===== src/rtl/seg_scan_driver.sv =====
// N-digit multiplexed seven-segment driver: hex or decimal (sequential double-dabble)
// display registers, leading-zero blanking, per-digit dots and overflow dashes.
module seg_scan_driver #(
   parameter int N_DIG          = 4,
   parameter int DATA_W         = 16,
   parameter int REFRESH_DIV    = 50000,
   parameter bit SEG_ACTIVE_LOW = 1'b1,
   parameter bit DIG_ACTIVE_LOW = 1'b1
) (
   input  logic              FPGA_CLK,
   input  logic              RESET_BUT,
   input  logic [DATA_W-1:0] data,
   input  logic              load,
   input  logic              dec_mode,
   input  logic              blank_lz,
   input  logic [N_DIG-1:0]  dots,
   output logic              busy,
   output logic [6:0]        segment,
   output logic              dot,
   output logic [N_DIG-1:0]  dig_en
);

   localparam int BCD_W  = 4 * N_DIG;
   localparam int EXT_W  = (DATA_W > BCD_W) ? DATA_W : BCD_W;
   localparam int CNT_W  = $clog2(REFRESH_DIV);
   localparam int IDX_W  = (N_DIG > 1) ? $clog2(N_DIG) : 1;
   localparam int ITER_W = (DATA_W > 1) ? $clog2(DATA_W) : 1;

   function automatic logic [63:0] pow10(input int n);
      logic [63:0] p;
      p = 64'd1;
      for (int k = 0; k < n; k++) p = p * 64'd10;
      return p;
   endfunction

   localparam logic [63:0]      DEC_MAX = pow10(N_DIG) - 64'd1;
   localparam logic [6:0]       SEG_OFF = SEG_ACTIVE_LOW ? 7'h7F : 7'h00;
   localparam logic             DOT_OFF = SEG_ACTIVE_LOW;
   localparam logic [N_DIG-1:0] DIG_OFF = {N_DIG{DIG_ACTIVE_LOW}};

   // Active-low {a..g} patterns; polarity is applied once at the output register.
   function automatic logic [6:0] seg_decode(input logic [3:0] v);
      case (v)
         4'h0: return 7'h01;
         4'h1: return 7'h4F;
         4'h2: return 7'h12;
         4'h3: return 7'h06;
         4'h4: return 7'h4C;
         4'h5: return 7'h24;
         4'h6: return 7'h20;
         4'h7: return 7'h0F;
         4'h8: return 7'h00;
         4'h9: return 7'h04;
         4'hA: return 7'h08;
         4'hB: return 7'h60;
         4'hC: return 7'h31;
         4'hD: return 7'h42;
         4'hE: return 7'h30;
         default: return 7'h38;
      endcase
   endfunction

   typedef enum logic {S_IDLE, S_CONV} state_t;

   state_t             r_state;
   state_t             w_state_nxt;
   logic               w_hex_load;
   logic               w_ovf_load;
   logic               w_dec_start;
   logic               w_conv_done;

   logic [DATA_W-1:0]  r_bin;
   logic [BCD_W-1:0]   r_bcd;
   logic [ITER_W-1:0]  r_iter;
   logic [BCD_W-1:0]   r_disp;
   logic               r_ovf;
   logic [BCD_W-1:0]   w_bcd_adj;
   logic [BCD_W-1:0]   w_bcd_next;
   logic [EXT_W-1:0]   w_data_ext;
   logic [63:0]        w_data_wide;

   logic [CNT_W-1:0]   r_refresh_cnt;
   logic [IDX_W-1:0]   r_dig_idx;
   logic [N_DIG-1:0]   w_lz;
   logic               w_zero_above;
   logic [3:0]         w_cur_code;
   logic               w_cur_dot;
   logic               w_cur_blank;
   logic [N_DIG-1:0]   w_sel;
   logic [6:0]         w_seg_raw;

   assign w_data_ext  = EXT_W'(data);
   assign w_data_wide = 64'(data);
   assign busy        = (r_state == S_CONV);

   // NOTE: state and datapath registers use non-blocking assignments so every
   // flop samples pre-edge values; combinational blocks use blocking ones.
   always_ff @(posedge FPGA_CLK or posedge RESET_BUT) begin
      if (RESET_BUT) r_state <= S_IDLE;
      else           r_state <= w_state_nxt;
   end

   // NOTE: every output of this block gets a default first so no path leaves
   // a signal unassigned, which would otherwise infer a latch.
   always_comb begin
      w_state_nxt = r_state;
      w_hex_load  = 1'b0;
      w_ovf_load  = 1'b0;
      w_dec_start = 1'b0;
      w_conv_done = 1'b0;
      case (r_state)
         S_IDLE: begin
            if (load) begin
               if (!dec_mode) begin
                  w_hex_load = 1'b1;
               end else if (w_data_wide > DEC_MAX) begin
                  w_ovf_load = 1'b1;
               end else begin
                  w_dec_start = 1'b1;
                  w_state_nxt = S_CONV;
               end
            end
         end
         S_CONV: begin
            if (r_iter == ITER_W'(DATA_W - 1)) begin
               w_conv_done = 1'b1;
               w_state_nxt = S_IDLE;
            end
         end
         default: w_state_nxt = S_IDLE;
      endcase
   end

   // Double-dabble step: add 3 to every BCD nibble >= 5, then shift in the next binary bit.
   always_comb begin
      w_bcd_adj = r_bcd;
      for (int i = 0; i < N_DIG; i++) begin
         if (r_bcd[4*i +: 4] >= 4'd5) w_bcd_adj[4*i +: 4] = r_bcd[4*i +: 4] + 4'd3;
      end
   end

   assign w_bcd_next = {w_bcd_adj[BCD_W-2:0], r_bin[DATA_W-1]};

   // Display registers change only as a whole, so scanning never shows a half-converted value.
   always_ff @(posedge FPGA_CLK or posedge RESET_BUT) begin
      if (RESET_BUT) begin
         r_bin  <= '0;
         r_bcd  <= '0;
         r_iter <= '0;
         r_disp <= '0;
         r_ovf  <= 1'b0;
      end else begin
         if (w_hex_load) begin
            r_disp <= w_data_ext[BCD_W-1:0];
            r_ovf  <= 1'b0;
         end
         if (w_ovf_load) r_ovf <= 1'b1;
         if (w_dec_start) begin
            r_bin  <= data;
            r_bcd  <= '0;
            r_iter <= '0;
         end else if (r_state == S_CONV) begin
            r_bin  <= r_bin << 1;
            r_bcd  <= w_bcd_next;
            r_iter <= r_iter + 1'b1;
         end
         if (w_conv_done) begin
            r_disp <= w_bcd_next;
            r_ovf  <= 1'b0;
         end
      end
   end

   always_ff @(posedge FPGA_CLK or posedge RESET_BUT) begin
      if (RESET_BUT) begin
         r_refresh_cnt <= '0;
         r_dig_idx     <= '0;
      end else if (r_refresh_cnt == CNT_W'(REFRESH_DIV - 1)) begin
         r_refresh_cnt <= '0;
         r_dig_idx     <= (r_dig_idx == IDX_W'(N_DIG - 1)) ? '0 : r_dig_idx + 1'b1;
      end else begin
         r_refresh_cnt <= r_refresh_cnt + 1'b1;
      end
   end

   // A digit is a leading zero when it and every more significant digit are zero.
   always_comb begin
      w_lz         = '0;
      w_zero_above = 1'b1;
      for (int i = N_DIG - 1; i >= 0; i--) begin
         w_zero_above = w_zero_above & (r_disp[4*i +: 4] == 4'd0);
         w_lz[i]      = blank_lz & w_zero_above & (i != 0);
      end
   end

   always_comb begin
      w_cur_code  = 4'd0;
      w_cur_dot   = 1'b0;
      w_cur_blank = 1'b0;
      w_sel       = '0;
      for (int i = 0; i < N_DIG; i++) begin
         if (r_dig_idx == IDX_W'(i)) begin
            w_cur_code  = r_disp[4*i +: 4];
            w_cur_dot   = dots[i];
            w_cur_blank = w_lz[i];
            w_sel[i]    = 1'b1;
         end
      end
   end

   assign w_seg_raw = r_ovf       ? 7'h7E :
                      w_cur_blank ? 7'h7F : seg_decode(w_cur_code);

   always_ff @(posedge FPGA_CLK or posedge RESET_BUT) begin
      if (RESET_BUT) begin
         segment <= SEG_OFF;
         dot     <= DOT_OFF;
         dig_en  <= DIG_OFF;
      end else begin
         segment <= SEG_ACTIVE_LOW ? w_seg_raw : ~w_seg_raw;
         dot     <= SEG_ACTIVE_LOW ? ~w_cur_dot : w_cur_dot;
         dig_en  <= DIG_ACTIVE_LOW ? ~w_sel : w_sel;
      end
   end

endmodule


===== config.mk =====
export PLATFORM = sky130hd
export DESIGN_NAME = seg_scan_driver
export DESIGN_NICKNAME = d
export VERILOG_FILES = /design/src/rtl/seg_scan_driver.sv
export SDC_FILE = /design/constraint.sdc
export NUM_CORES = 1
export LEC_CHECK = 0
export ABC_AREA = 0
export CORE_ASPECT_RATIO = 0.75
export CORE_UTILIZATION = 52
export DETAILED_ROUTE_END_ITERATION = 12
export PLACE_DENSITY = 0.84
export SETUP_SLACK_MARGIN = 0.15
export SYNTH_ARGS = -nofsm -noshare
export SYNTH_HDL_FRONTEND = slang
export SYNTH_SLANG_ARGS = --single-unit

===== constraint.sdc =====
create_clock -name FPGA_CLK -period 2.52 [get_ports FPGA_CLK]
set_input_delay 0.252 -clock FPGA_CLK [delete_from_list [all_inputs] [get_ports FPGA_CLK]]
set_output_delay 0.252 -clock FPGA_CLK [all_outputs]
set_load 0.01 [all_outputs]

== Yosys cells after proc, flatten, opt, wreduce, memory -nomap -nowiden ==
Memory sizes are Yosys's and may differ from the RTL's.
Index checks and enable logic that the tools add are counted.
Storage, ports and cells
  register bits after elaboration: 84
  bits in read-only memories: 112
  bits of input ports: 25
  output and inout bits: 13
  word-level logic and storage cells: 93
  memories kept: 1
Memories
  (name not given): depth 16, width 7, read ports 1, clocked after Yosys merged registers in 0, wr ports 0, line 43  | case (v)
Cells by class
  add/subtract/negate cells: 7
  order comparisons: 5
  eq/ne operators: 5
  mux-type cells: 49
  bitwise gates (word level): 8
  reduce and logical (&&, ||, !) cells: 7
Operators by type and width (count)
  2-to-1 mux 16 bit: 7
  2-to-1 mux 4 bit: 9
  2-to-1 mux 1 bit: 28
  adder 16 x 1 -> 16 bit, second input constant: 1
  == test 16 bit, second input constant: 1
  greater-or-equal comparator 4 x 3 -> 1 bit, second input constant: 4
  > comparator 16 x 14 -> 1 bit, second input constant: 1
  2-to-1 mux 7 bit: 2
  adder 4 x 2 -> 4 bit, second input constant: 3
  zero test 4 bit: 3
  AND 1 bit: 5
  adder 4 x 1 -> 4 bit, second input constant: 1
  == test 2 bit, second input constant: 2
  == test 4 bit, second input constant: 1
  inverter 4 bit: 1
  nonzero test 2 bit: 2
  adder 3 x 2 -> 3 bit, second input constant: 1
  2-to-1 mux 3 bit: 1
  nonzero test 3 bit: 1
  adder 2 x 1 -> 2 bit, second input constant: 1
  == test 2 x 1 -> 1 bit, second input constant: 1
  zero test 2 bit: 1
  2-to-1 mux 2 bit: 1
  inverter 1 bit: 2
  case mux 1 bit (2 select lines): 1

== Longest topological paths before layout ==
  depth in word-level cells: 9
  depth in mapped cells: 11
  depth with buffers taken out: 10

== Least setup slack after synthesis ==
Ideal clock, no wire load.
  path type: register to register
  start: reg r_dig_idx[1]
  end: reg segment[5]
  library setup time: 0.060 ns
  arrival: 2.343 ns
  required time: 2.460 ns
  path slack: 0.116 ns
  cell stages (with the launch flop): 11
  path buffers: 1
  clock period less this slack: 2.404 ns
  cells stage by stage: dfrtp_1 > inv_1 > ha_1 > clkbuf_1 > a211oi_1 > a221oi_1 > inv_1 > ha_1 > o21ai_0 > mux2_2 > nand2_1
On the way
  longest elaborated chain between the ends: 8
  elaborated cells on any way between the ends: 14
  classes of those cells: 3 x eq/ne; 9 x mux; 1 x reduce/logical; 1 x memory
Ends and longest elaborated chain
  start, declared: line 83  | logic [IDX_W-1:0] r_dig_idx;
  start signal, assigned: line 180  | r_dig_idx <= (r_dig_idx == IDX_W'(N_DIG - 1)) ? '0 : r_dig_idx + 1'b1;
  zero test 2 bit: line 202  | if (r_dig_idx == IDX_W'(i)) begin
  2-to-1 mux 4 bit (4 in series): line 202
  memory read (16 x 7 bit)
  2-to-1 mux 7 bit (*): line 212  | w_cur_blank ? 7'h7F : seg_decode(w_cur_code);
  2-to-1 mux 7 bit (*): line 211  | assign w_seg_raw = r_ovf ? 7'h7E :
  named net w_seg_raw[5]: line 90  | logic [6:0] w_seg_raw;
  end signal, assigned: line 220  | segment <= SEG_ACTIVE_LOW ? w_seg_raw : ~w_seg_raw;
  end, declared: line 18  | output logic [6:0] segment,
The timed path passes the listed nets; every way through them passes the cells marked *.
A chain may end at the register's enable or synchronous reset.

== Worst setup path in the final report ==
  start: reg r_dig_idx[1]
  end: reg segment[0]
The elaborated chain is that of the path after synthesis.

==> results.yml <==
place:
  dp_hpwl_um: 7010
  numPortBuffers: 37
  place_congestion: 0.897
  dpl-instance-area_mm2: 0.00499
  dp_cells: 563
critical_path:
  r2r_start: "r_dig_idx[1]"
  timing.rr.end: "segment[0]"
  worstSetupStartpointType: "flip-flop"
  reg2regPathDepth: 10
  cp-end-kind: "flip-flop"
  cp.required_ps: 2790
  worstPathMaxFanout: 6
  crit_arrival_ps: 2480
  crit_type: "reg -> reg"
  rrSetupSlack_ps: 300
floorplanning:
  io_pins: 38
  die_w_um: 108
  die_area_mm2: 0.00882
  initial_core_util_pct: 54.7
  coreArea_mm2: 0.00802
  num_rows: 28
  die_h_um: 81.6
routing:
  dr.pass1.iters: 4
  met3RoutedLength_um: 530
  wl_met1_um: 4340
  wl_met2_um: 4890
  top_layer: "met4"
  avgRoutedWirePerCell_um: 17.1
  totalWireLength_um: 9970
  vias: 3452
  ant_nets: 0
  drtIter0Drc: 246
  remaining_drc_errors: 0
  vias_per_cell: 5.93
flow_run:
  maxCapViolations: 0
finish:
  fin_util_pct: 65.7
  stdcell_count: 582
  drive_gt1_share_pct: 18.0
  layout_commonest_cell: "dfrtp_1"
  antennaDiodeCount: 0
  fillers: 596
  layout_common_cells: "71 x dfrtp_1, 46 x nand2_1, 37 x clkdlybuf4s50_1"
  finalNetCount: 517
  final_area_mm2: 0.00527
  syn_to_final_growth_pct: 20.0
timing:
  slew_viol_final: 0
  setup_viol: 0
  timing.final.crit_period_ps: 2220
  worst_pin_slew_ps: 593
  rsz0062_at_grt: "no"
  fmax_ghz: 0.451
  setup_tns_ps: 0
  timing.hold.ws_ps: 192
  final-hold-violation-count: 0
  relSlewSlack_pct: 60.3
  skew_ps: 12.0
  finalCritPeriodShare_pct: 88.1
power:
  power_density_mw_per_mm2: 1020
  peakVddDrop_uv: 704
  power.leakage_uw: 0.00239
clock_tree:
  cts_buffers: 9
  clock_latency_ps: 370
  cts_tree: "built"
  cts.sinks: 84
  cts.clk_slew.worst_paths_ps: 80
  clockRootBuffer: "clkbuf_8"
  htreeDepth: 3
  cts_buffer_depth: 2
hold_path:
  min_path_type: "in -> async"
yosys:
  synthTopCellsByArea: "dfrtp_1 41%, dfstp_2 7.2%, ha_1 5.7%, mux2i_1 4.8%, mux2_2 4.1%"
  synth_area_mm2: 0.00439
  synth_top_area_share_pct: 41.0
  synth_cell_type_count: 47
  synth_top_area_cell: "dfrtp_1"
  syn_avg_cell_area_um2: 10.5
  yosysWarningCount: 0
  synthCells: 418
  seq_area_frac_synth_pct: 48.2
  synthesis.nets: 463
  synth-seq-cells: 84
grt:
  antenna_found_initial: 0
  grt_overflow: 0
  track_usage_pct: 24.1
  grt_pass1_wl_um: 16400
  grt_max_degree: 73
  first_global_vias: 3407
outcome:
  status: "finished, final reports clean"
[registers in the layout, indices dropped and copies added, names as in the netlist]
signal / count
r_iter: 4
busy: 1
dot: 1
r_disp: 16
segment: 7
dig_en: 4
r_ovf: 1
r_dig_idx: 2
r_bcd: 16
r_bin: 16
r_refresh_cnt: 16
[worst max path at each step]
| stage | cells after the start | slack, ps | start | to |
|---|---|---|---|---|
| floorplan | 9 | 210 | r_dig_idx[0] | segment[0] |
| global placement | 5 | 20 | data[6] | r_bin[8] |
| detailed placement | 9 | -120 | r_dig_idx[0] | segment[0] |
| CTS | 11 | 200 | r_dig_idx[0] | segment[0] |
| global route | 10 | 120 | r_dig_idx[1] | segment[0] |
| finish | 10 | 300 | r_dig_idx[1] | segment[0] |
[cells in the mapped netlist (all sizes together)]
cell,instances
a211o,2
or2,1
a211oi,3
o32ai,1
buf,4
nor2,22
nand3b,4
nand4bb,1
o22ai,1
nor4,4
a21oi,20
nand2b,8
nand4,7
dfstp,12
o211ai,2
ha,20
o21ai,28
and4,5
a311o,1
inv,22
nor3b,11
clkbuf,12
nand3,6
mux2,26
and3,3
nor4b,1
or4,1
a221oi,4
a22oi,15
o311ai,1
xor2,7
nand2,46
a311oi,2
nor2b,5
o221ai,3
dfrtp,72
xnor2,11
o21a,1
mux2i,21
nor3,1
a21boi,1
[layer usage]
metal | vias up | global-route usage (%)
met5 | - | 0
met4 | 0 | 8.22
met3 | 22 | 5.40
met2 | 103 | 40.1
met1 | 1734 | 31.1
li1 | 1593 | -
[worst max-delay path: stages, from the launching register on]
cell	delay [ps]
dfrtp_1	430
inv_2	140
ha_4	180
nand2_1	70
o211ai_1	310
o311ai_4	180
inv_2	130
ha_2	200
nand2_1	70
a21boi_0	130
o32ai_1	310
[area by class of cell]
class	count	area [µm²]	area share, %
clock buffer	10	138	2.61
tap	105	131	2.49
clock inverter	6	70.1	1.33
timing repair buffer	59	548	10.4
sequential	84	2120	40.2
multi-input combinational	296	2180	41.3
inverter	22	86.3	1.64
[cells by family after synthesis]
group / Yosys count / share of synthesized area (%)
compound gates: 85 / 12.2
xor+xnor: 18 / 3.59
fa+ha+maj: 20 / 5.70
buf+inv: 38 / 3.45
flops: 84 / 48.2
mux: 47 / 11.9
simple gates: 126 / 14.9
[metrics by stage]
step           power [µW]  setup WS [ps]
5_1_grt              5720            116
6_report             5380            300
3_5_place_dp         4290           -120
4_1_cts              5310            197
2_1_floorplan        3590            207
3_3_place_gp         4140           22.4
[repair_timing]
action	in CTS	in global routing
setup endpoints to repair	7	5
hold endpoints to repair	0	0
resized for setup	2	11
pin swaps	0	4
hold buffers	0	0
buffers inserted	0	3
[power by group]
group          internal, µW  switching, µW
clock network           492            517
registers              1810            405
logic                  1030           1120
(Power assumes the default switching activity.)
